File: src/rtl/sipo_pkg.sv
// ============================================================================
// Module : sipo_pkg
// Brief  : Shared state encoding and word-geometry constants for the
//          sipo_deserializer (parity framing enabled by SIPO_PARITY_EN).
// Rev    : 1.0  initial release
// ============================================================================
`default_nettype none

package sipo_pkg;

    localparam int c_default_width = 4;

    typedef enum logic [1:0] {
        ST_IDLE   = 2'd0,
        ST_SHIFT  = 2'd1,
        ST_PARITY = 2'd2
    } state_t;

    // Serial bits per frame: data bits plus the optional parity bit.
    function automatic int bits_per_word(input int width);
`ifdef SIPO_PARITY_EN
        return width + 1;
`else
        return width;
`endif
    endfunction

endpackage

`default_nettype wire

File: src/rtl/sipo_bit_counter.sv
// ============================================================================
// Module : sipo_bit_counter
// Brief  : Frame bit counter with clear, enable and terminal-count output.
// Rev    : 1.0  initial release
// ============================================================================
`default_nettype none

module sipo_bit_counter #(
    parameter int TERMINAL = 3,
    parameter int CNT_W    = 2
) (
    input  logic             clk,
    input  logic             reset,
    input  logic             i_clr,
    input  logic             i_en,
    output logic [CNT_W-1:0] o_count,
    output logic             o_tc
);

    logic [CNT_W-1:0] r_count;

    always_ff @(posedge clk) begin
        if (!reset || i_clr) begin
            r_count <= '0;
        end else if (i_en) begin
            r_count <= o_tc ? '0 : r_count + CNT_W'(1);
        end
    end

    assign o_tc    = (r_count == CNT_W'(TERMINAL));
    assign o_count = r_count;

endmodule

`default_nettype wire

File: src/rtl/sipo_deserializer.sv
// ============================================================================
// Module : sipo_deserializer
// Brief  : LSB-first serial-in parallel-out deserializer with ready/valid
//          output, sticky overflow and optional even parity (SIPO_PARITY_EN).
// Rev    : 1.0  initial release
// ============================================================================
`default_nettype none

module sipo_deserializer
    import sipo_pkg::*;
#(
    parameter int WIDTH = c_default_width
) (
    input  logic             clk,
    input  logic             reset,
    input  logic             sin,
    input  logic             sin_valid,
    input  logic             flush,
    output logic [WIDTH-1:0] q,
    output logic             q_valid,
    input  logic             q_ready,
    output logic             overflow,
    output logic             parity_err
);

    localparam int c_nbits = bits_per_word(WIDTH);
    localparam int c_cnt_w = $clog2(c_nbits + 1);

    state_t             r_state;
    state_t             w_state_next;
    logic [c_cnt_w-1:0] w_count;
    logic               w_tc;
    logic               w_accept;
    logic               w_complete;
    logic               w_deliver;
    logic [WIDTH-1:0]   r_shift;
    logic [WIDTH-1:0]   w_shift_next;
    logic [WIDTH-1:0]   w_word;
    logic [WIDTH-1:0]   r_q;
    logic               r_q_valid;
    logic               r_overflow;

    assign w_accept = sin_valid & ~flush;

    sipo_bit_counter #(
        .TERMINAL (c_nbits - 1),
        .CNT_W    (c_cnt_w)
    ) u_bit_counter (
        .clk     (clk),
        .reset   (reset),
        .i_clr   (flush),
        .i_en    (w_accept),
        .o_count (w_count),
        .o_tc    (w_tc)
    );

    always_ff @(posedge clk) begin
        if (!reset) begin
            r_state <= ST_IDLE;
        end else begin
            r_state <= w_state_next;
        end
    end

    always_comb begin
        w_state_next = r_state;
        if (flush) begin
            w_state_next = ST_IDLE;
        end else if (sin_valid) begin
            if (w_tc) begin
                w_state_next = ST_IDLE;
`ifdef SIPO_PARITY_EN
            end else if (w_count == c_cnt_w'(WIDTH - 1)) begin
                w_state_next = ST_PARITY;
`endif
            end else begin
                w_state_next = ST_SHIFT;
            end
        end
    end

    // Drop the incoming bit into the slot selected by the running count.
    always_comb begin
        w_shift_next = r_shift;
        for (int i = 0; i < WIDTH; i++) begin
            if (r_state != ST_PARITY && w_count == c_cnt_w'(i)) begin
                w_shift_next[i] = sin;
            end
        end
    end

    assign w_complete = w_accept & w_tc;

`ifdef SIPO_PARITY_EN
    logic w_good;
    logic r_parity_err;

    assign w_word    = r_shift;
    assign w_good    = ~(^r_shift ^ sin);
    assign w_deliver = w_complete & w_good;

    always_ff @(posedge clk) begin
        if (!reset) begin
            r_parity_err <= 1'b0;
        end else begin
            r_parity_err <= w_complete & ~w_good;
        end
    end

    assign parity_err = r_parity_err;
`else
    assign w_word     = w_shift_next;
    assign w_deliver  = w_complete;
    assign parity_err = 1'b0;
`endif

    always_ff @(posedge clk) begin
        if (!reset || flush || w_complete) begin
            r_shift <= '0;
        end else if (w_accept) begin
            r_shift <= w_shift_next;
        end
    end

    // A finished word replaces q only if the slot is free or being drained.
    always_ff @(posedge clk) begin
        if (!reset) begin
            r_q        <= '0;
            r_q_valid  <= 1'b0;
            r_overflow <= 1'b0;
        end else if (w_deliver) begin
            if (!r_q_valid || q_ready) begin
                r_q       <= w_word;
                r_q_valid <= 1'b1;
            end else begin
                r_overflow <= 1'b1;
            end
        end else if (r_q_valid && q_ready) begin
            r_q_valid <= 1'b0;
        end
    end

    assign q        = r_q;
    assign q_valid  = r_q_valid;
    assign overflow = r_overflow;

endmodule

`default_nettype wire

File: config.mk
export PLATFORM = sky130hd
export DESIGN_NAME = sipo_deserializer
export DESIGN_NICKNAME = d
export VERILOG_FILES = /design/src/rtl/sipo_pkg.sv /design/src/rtl/sipo_bit_counter.sv /design/src/rtl/sipo_deserializer.sv
export SDC_FILE = /design/constraint.sdc
export NUM_CORES = 1
export LEC_CHECK = 0
export CELL_PAD_IN_SITES_DETAIL_PLACEMENT = 0
export CELL_PAD_IN_SITES_GLOBAL_PLACEMENT = 1
export CORE_MARGIN = 4
export CORE_UTILIZATION = 37
export CTS_CLUSTER_SIZE = 14
export DETAILED_ROUTE_END_ITERATION = 8
export PLACE_DENSITY = 0.72
export SYNTH_ARGS = -nofsm -noshare
export SYNTH_HDL_FRONTEND = slang
export SYNTH_HIERARCHICAL = 1
export SYNTH_SLANG_ARGS = --single-unit
export TNS_END_PERCENT = 20
File: constraint.sdc
create_clock -name clk -period 1.8 [get_ports clk]
set_input_delay 0.27 -clock clk [delete_from_list [all_inputs] [get_ports clk]]
set_output_delay 0.27 -clock clk [all_outputs]
set_load 0.02 [all_outputs]
== Word-level counts from Yosys, hierarchy flattened ==
Index checks and enable logic that the tools add are counted.
Cells by class
  mux-type cells: 9
  add/subtract/negate cells: 1
  bitwise logic cells: 5
  reduce and logical (&&, ||, !) cells: 16
  eq/ne operators: 5
Operators with widths (number)
  $mux 1: 8
  $eq 3x2->1 const B: 2
  $reduce_and 2->1: 3
  $logic_and 1x1->1: 5
  $add 3x1->3 const B: 1
  $eq 3x1->1 const B: 1
  $logic_not 3->1: 1
  $logic_or 1x1->1: 3
  $mux 3: 1
  $not 1->1: 3
  $and 1x1->1: 2
  $logic_not 1->1: 2
  $ne 2x1->1 const B: 1
  $ne 2x2->1 const B: 1
  $reduce_bool 2->1: 1
  $reduce_or 2->1: 1
Word-level totals
  input bits: 6
  word-level logic and storage cells: 42
  output and inout bits: 7
  flip-flop bits (word level): 15

== Depth between registers and ports, before layout ==
  word-level depth: 5
  mapped depth: 7
  depth with buffers taken out: 6

== Modules after synthesis ==
The synthesis kept the hierarchy.
By module, submodules not included
  sipo_deserializer: area each 518.0 um^2, seq. area each 200.2 um^2, cells each 52, instances 1
  sipo_bit_counter: area each 146.4 um^2, seq. area each 60.1 um^2, cells each 16, instances 1

== Worst setup path before layout ==
Ideal clock, no wire load.
  kind: register to register
  start: register u_bit_counter.r_count[0] (netlist: u_bit_counter/o_count[0])
  end: register r_shift[0]
  required time: 1.684 ns
  arrival: 1.366 ns
  setup slack: 0.318 ns
  stages on the path, launching flop included: 7
  path buffers: 0
  library setup time: 0.116 ns
  clock period less this slack: 1.482 ns
  cell sequence: dfxtp_1 -> ha_1 -> nand2b_4 -> inv_1 -> and3b_1 -> and3_1 -> a31o_2
On the way
  cells in the longest elaborated chain, start to end: 3
  elaborated cells on any way between the ends: 6
  those cells by class: eq/ne: 1; mux: 1; bitwise: 1; reduce/logical: 3
RTL lines
  start: declaration: line sipo_bit_counter.sv:20  | logic [CNT_W-1:0] r_count;
  start signal: assignment: line sipo_bit_counter.sv:26  | r_count <= o_tc ? '0 : r_count + CNT_W'(1);
  $eq 3x2->1: line sipo_bit_counter.sv:30  | assign o_tc = (r_count == CNT_W'(TERMINAL));
  net w_tc: line sipo_deserializer.sv:32  | logic w_tc;
  $and 1x1->1: line sipo_deserializer.sv:92  | assign w_complete = w_accept & w_tc;
  $logic_or 1x1->1: line sipo_deserializer.sv:118  | if (!reset || flush || w_complete) begin
  end signal: assignment: line sipo_deserializer.sv:121  | r_shift <= w_shift_next;
  end: declaration: line sipo_deserializer.sv:36  | logic [WIDTH-1:0] r_shift;
The timed path passes the listed nets, and every way through them passes these cells.
A chain may end at the register's enable or synchronous reset.

== Worst setup path in the final report ==
Ends and elaborated chain as after synthesis.

==> flow_summary.json <==
{
  "netlist_top_cells_area": "dfxtp_1 39%, mux2i_1 6.0%, a311oi_1 5.3%",
  "period_needed_ns": 1.61,
  "yosysWarnings": 6,
  "cts-root-buf": "clkbuf_4",
  "place.detailed.hpwl_um": 925,
  "final.setup.tns_ns": 0,
  "syn_area_per_cell_um2": 9.77,
  "critical_path.slowest_cell": "dfxtp_1",
  "synth_enable_flop_cells": 0,
  "clock_tree_from_tritoncts": "done",
  "final_design_area_no_fill_um2": 826,
  "synthFlopType": "dfxtp_1",
  "worst-r2r-setup-slack_ns": 0.19,
  "netlist_instances": 68,
  "pre_cts_slack_ns": 0.148,
  "num-nets-final": 91,
  "worst-endpoint-required_ns": 1.97,
  "die_area_um2": 2540,
  "placedInstanceArea_um2": 798,
  "synth_top_cell_area_share_pct": 39.2,
  "power.share.switching_pct": 23.1,
  "worst_setup_path_endpoint": "r_shift[0]",
  "mappedNetlistNets": 75,
  "finalMaxSlewViolations": 0,
  "timing.setup.critical_path_class": "flip-flop to flip-flop",
  "placement_rows": 15,
  "outcome": "finished, final reports clean",
  "seq_power_share_pct": 56.4,
  "wire_per_inst_um": 11.6,
  "dr_pass1_iterations": 2,
  "critical_path.n_buffers_inverters": 1,
  "wl_met1_um": 633,
  "p_switching_mw": 0.119,
  "cts-htree-levels": 1,
  "post-route-period-util_pct": 89.6,
  "via_per_inst": 4.99,
  "max_clock_freq_mhz": 620,
  "dr_wl_met3_um": 55,
  "post_layout_nonfiller_instances": 108,
  "route.met2.wl_um": 548,
  "cts_hold_repair.buffers": 0,
  "crit_path_max_incr_delay_ns": 0.47,
  "die_h_um": 50.4,
  "synth_top_cells_by_count": "13 x dfxtp_1, 6 x a21oi_1",
  "n_antenna_cell": 0,
  "top_level_ports": 13,
  "cell_total_after_placement": 104,
  "synthArstFlopShare_pct": 0,
  "ys_seq_elements": 13,
  "worst_r2r_end": "r_shift[0]",
  "flow.area_growth_from_synthesis_pct": 24.3,
  "route.vias.total": 539,
  "synth_cell_type_count": 26,
  "grt_max_degree": 11,
  "power_per_cell_area_nw_per_um2": 625,
  "overflow": 0,
  "die_w_um": 50.4,
  "worstSetupStartpointType": "flip-flop",
  "worst-endpoint-arrival_ns": 1.78,
  "cts-buffers-inserted": 3,
  "irDropWorstVdd_mv": 0.375,
  "insertion_delay_ns": 0.28,
  "setup_viol": 0,
  "hold_removal_path_class": "flip-flop to flip-flop",
  "antenna_left": 0,
  "routed.top_layer": "met4",
  "power.static_leakage_nw": 0.318,
  "timing.critical_path.depth": 6,
  "gp_congestion": 0.793,
  "layout_cells_sized_above_1_pct": 18.1,
  "cpLargestDelayFamily": "simple AND/OR/NAND/NOR gates",
  "internal_power_contribution_mw": 0.397,
  "grt_pass1_wl_mm": 2.13,
  "setup_slack_ns": 0.187,
  "fraction_of_power_consumed_by_combinational_cells_pct": 8.1,
  "p_clk_share_pct": 35.5,
  "number_of_antenna_violations_at_the_first_check_in_global_routing": 0,
  "start_util_pct": 38.9,
  "number_of_global_route_vias_before_repair": 478,
  "timing.reg2reg.worst_path_depth": 6,
  "rsz0062_at_grt": "false",
  "synth-seq-area-share_pct": 39.2,
  "cell_area_after_technology_mapping_um2": 664,
  "drv_cap": 0,
  "cts_max_path_bufs": 2,
  "postRouteWirelength_mm": 1.25,
  "grt.total_usage_pct": 11.1,
  "worstPathMaxFanout": 7,
  "cts_sinks": 13,
  "crit_start": "u_bit_counter/o_count[0]",
  "clk_pin_slew_ns": 0.08,
  "floorplan.core_area_um2": 1710,
  "leading_cell_type_by_number_of_instances_after_synthesis": "dfxtp_1",
  "timing.clock.skew_ns": 0.00731,
  "timing.critical_path.cells": "ha_1 > nand2b_4 > inv_1 > and3b_1 > and3_1 > a31o_2",
  "finalHoldViolations": 0,
  "synth_largest_area_cell": "dfxtp_1",
  "number_of_design_rule_violations_left_after_detail_routing": 0,
  "detailedRoute.firstIterationViolations": 11,
  "r2r-start": "u_bit_counter/o_count[0]",
  "critPathCaptureType": "flip-flop",
  "portBuffers": 11
}
-- repair_timing --
item / in CTS / in global routing
setup buffers: 0 / 0
endpoints found under the hold margin: 0 / 0
resized for setup: 0 / 1
setup endpoints to repair: 0 / 4
-- layout make-up --
class | count | area, µm²
clock buffer | 4 | 26.3
fill | 172 | 882
inverter | 2 | 7.51
multi-input combinational | 50 | 368
sequential | 13 | 260
tap | 25 | 31.3
timing repair buffer | 14 | 133
-- power groups by stage --
stage / Sequential [mW] / Clock [mW] / Combinational, mW
6_report: 0.291 / 0.183 / 0.0419
5_1_grt: 0.292 / 0.203 / 0.0459
4_1_cts: 0.291 / 0.190 / 0.0423
3_5_place_dp: 0.298 / 0 / 0.0419
3_3_place_gp: 0.298 / 0 / 0.0421
2_1_floorplan: 0.298 / 0 / 0.0211
-- layout by cell type (no fill, tap or decap) --
cell | synthesis | final
nand3b_1 | 2 | 2
o21ai_0 | 4 | 4
and3_1 | 4 | 4
nor2_1 | 2 | 2
clkdlybuf4s50_1 | 0 | 11
a31o_2 | 3 | 3
clkbuf_1 | 0 | 1
nor3_2 | 1 | 1
and3b_1 | 3 | 2
a31o_1 | 1 | 1
clkbuf_4 | 0 | 3
and3b_2 | 0 | 1
nand2_1 | 2 | 2
buf_4 | 1 | 3
nor2b_1 | 2 | 2
a311oi_1 | 4 | 4
nor3b_2 | 2 | 2
nand2b_4 | 1 | 1
or2b_1 | 1 | 1
a21oi_1 | 6 | 6
inv_1 | 2 | 2
a21oi_2 | 1 | 1
nand3_1 | 1 | 1
conb_1 | 1 | 1
nand2b_1 | 3 | 3
mux2i_1 | 4 | 4
ha_1 | 1 | 1
o21a_1 | 1 | 1
dfxtp_1 | 13 | 13
-- per-stage QoR --
stage / power, mW / hold slack [ns] / utilization, %
after global routing: 0.540 / 0.503 / 48.4
after detailed placement: 0.340 / 0.463 / 46.7
final: 0.516 / 0.477 / 48.4
after CTS: 0.524 / 0.484 / 48.3
after floorplan: 0.319 / 0.387 / -
after global placement: 0.340 / 0.451 / 46.7
-- routing by layer --
metal / GRT usage [%] / up-vias
met4: 6.73 / 0
met1: 15.8 / 249
met3: 2.67 / 2
met2: 14.8 / 10
met5: 0 / -
li1: - / 278
-- cell families after synthesis --
logic type	Yosys count	share of synthesized area, %
buffers and inverters	5	5.65
AOI/OAI and AO/OA	20	20.5
other	1	0.564
DFF	13	39.2
adders and majority gates	1	1.88
muxes	4	6.03
and+or+nand+nor	24	26.2
-- registers in the layout, indices dropped and copies added, names as in the netlist --
| signal | count |
|---|---|
| r_shift | 4 |
| overflow | 1 |
| q | 4 |
| u_bit_counter/o_count | 3 |
| q_valid | 1 |
-- how the worst min path moves through the flow --
stage	startpoint	end	slack, ns	cells past startpoint
after floorplan	reset	overflow	0.39	1
after global placement	overflow	overflow	0.45	1
after detailed placement	overflow	overflow	0.46	1
after CTS	overflow	overflow	0.48	1
after global routing	overflow	overflow	0.50	1
final	overflow	overflow	0.48	1
-- worst register-to-register path, cell delays in order (launching register included) --
cell and delay (ns):
dfxtp_1 0.47, ha_1 0.26, nand2b_4 0.07, inv_1 0.10, and3b_1 0.22, and3_1 0.18
a31o_2 0.20
No activity file was read; power rests on OpenSTA's default activity.
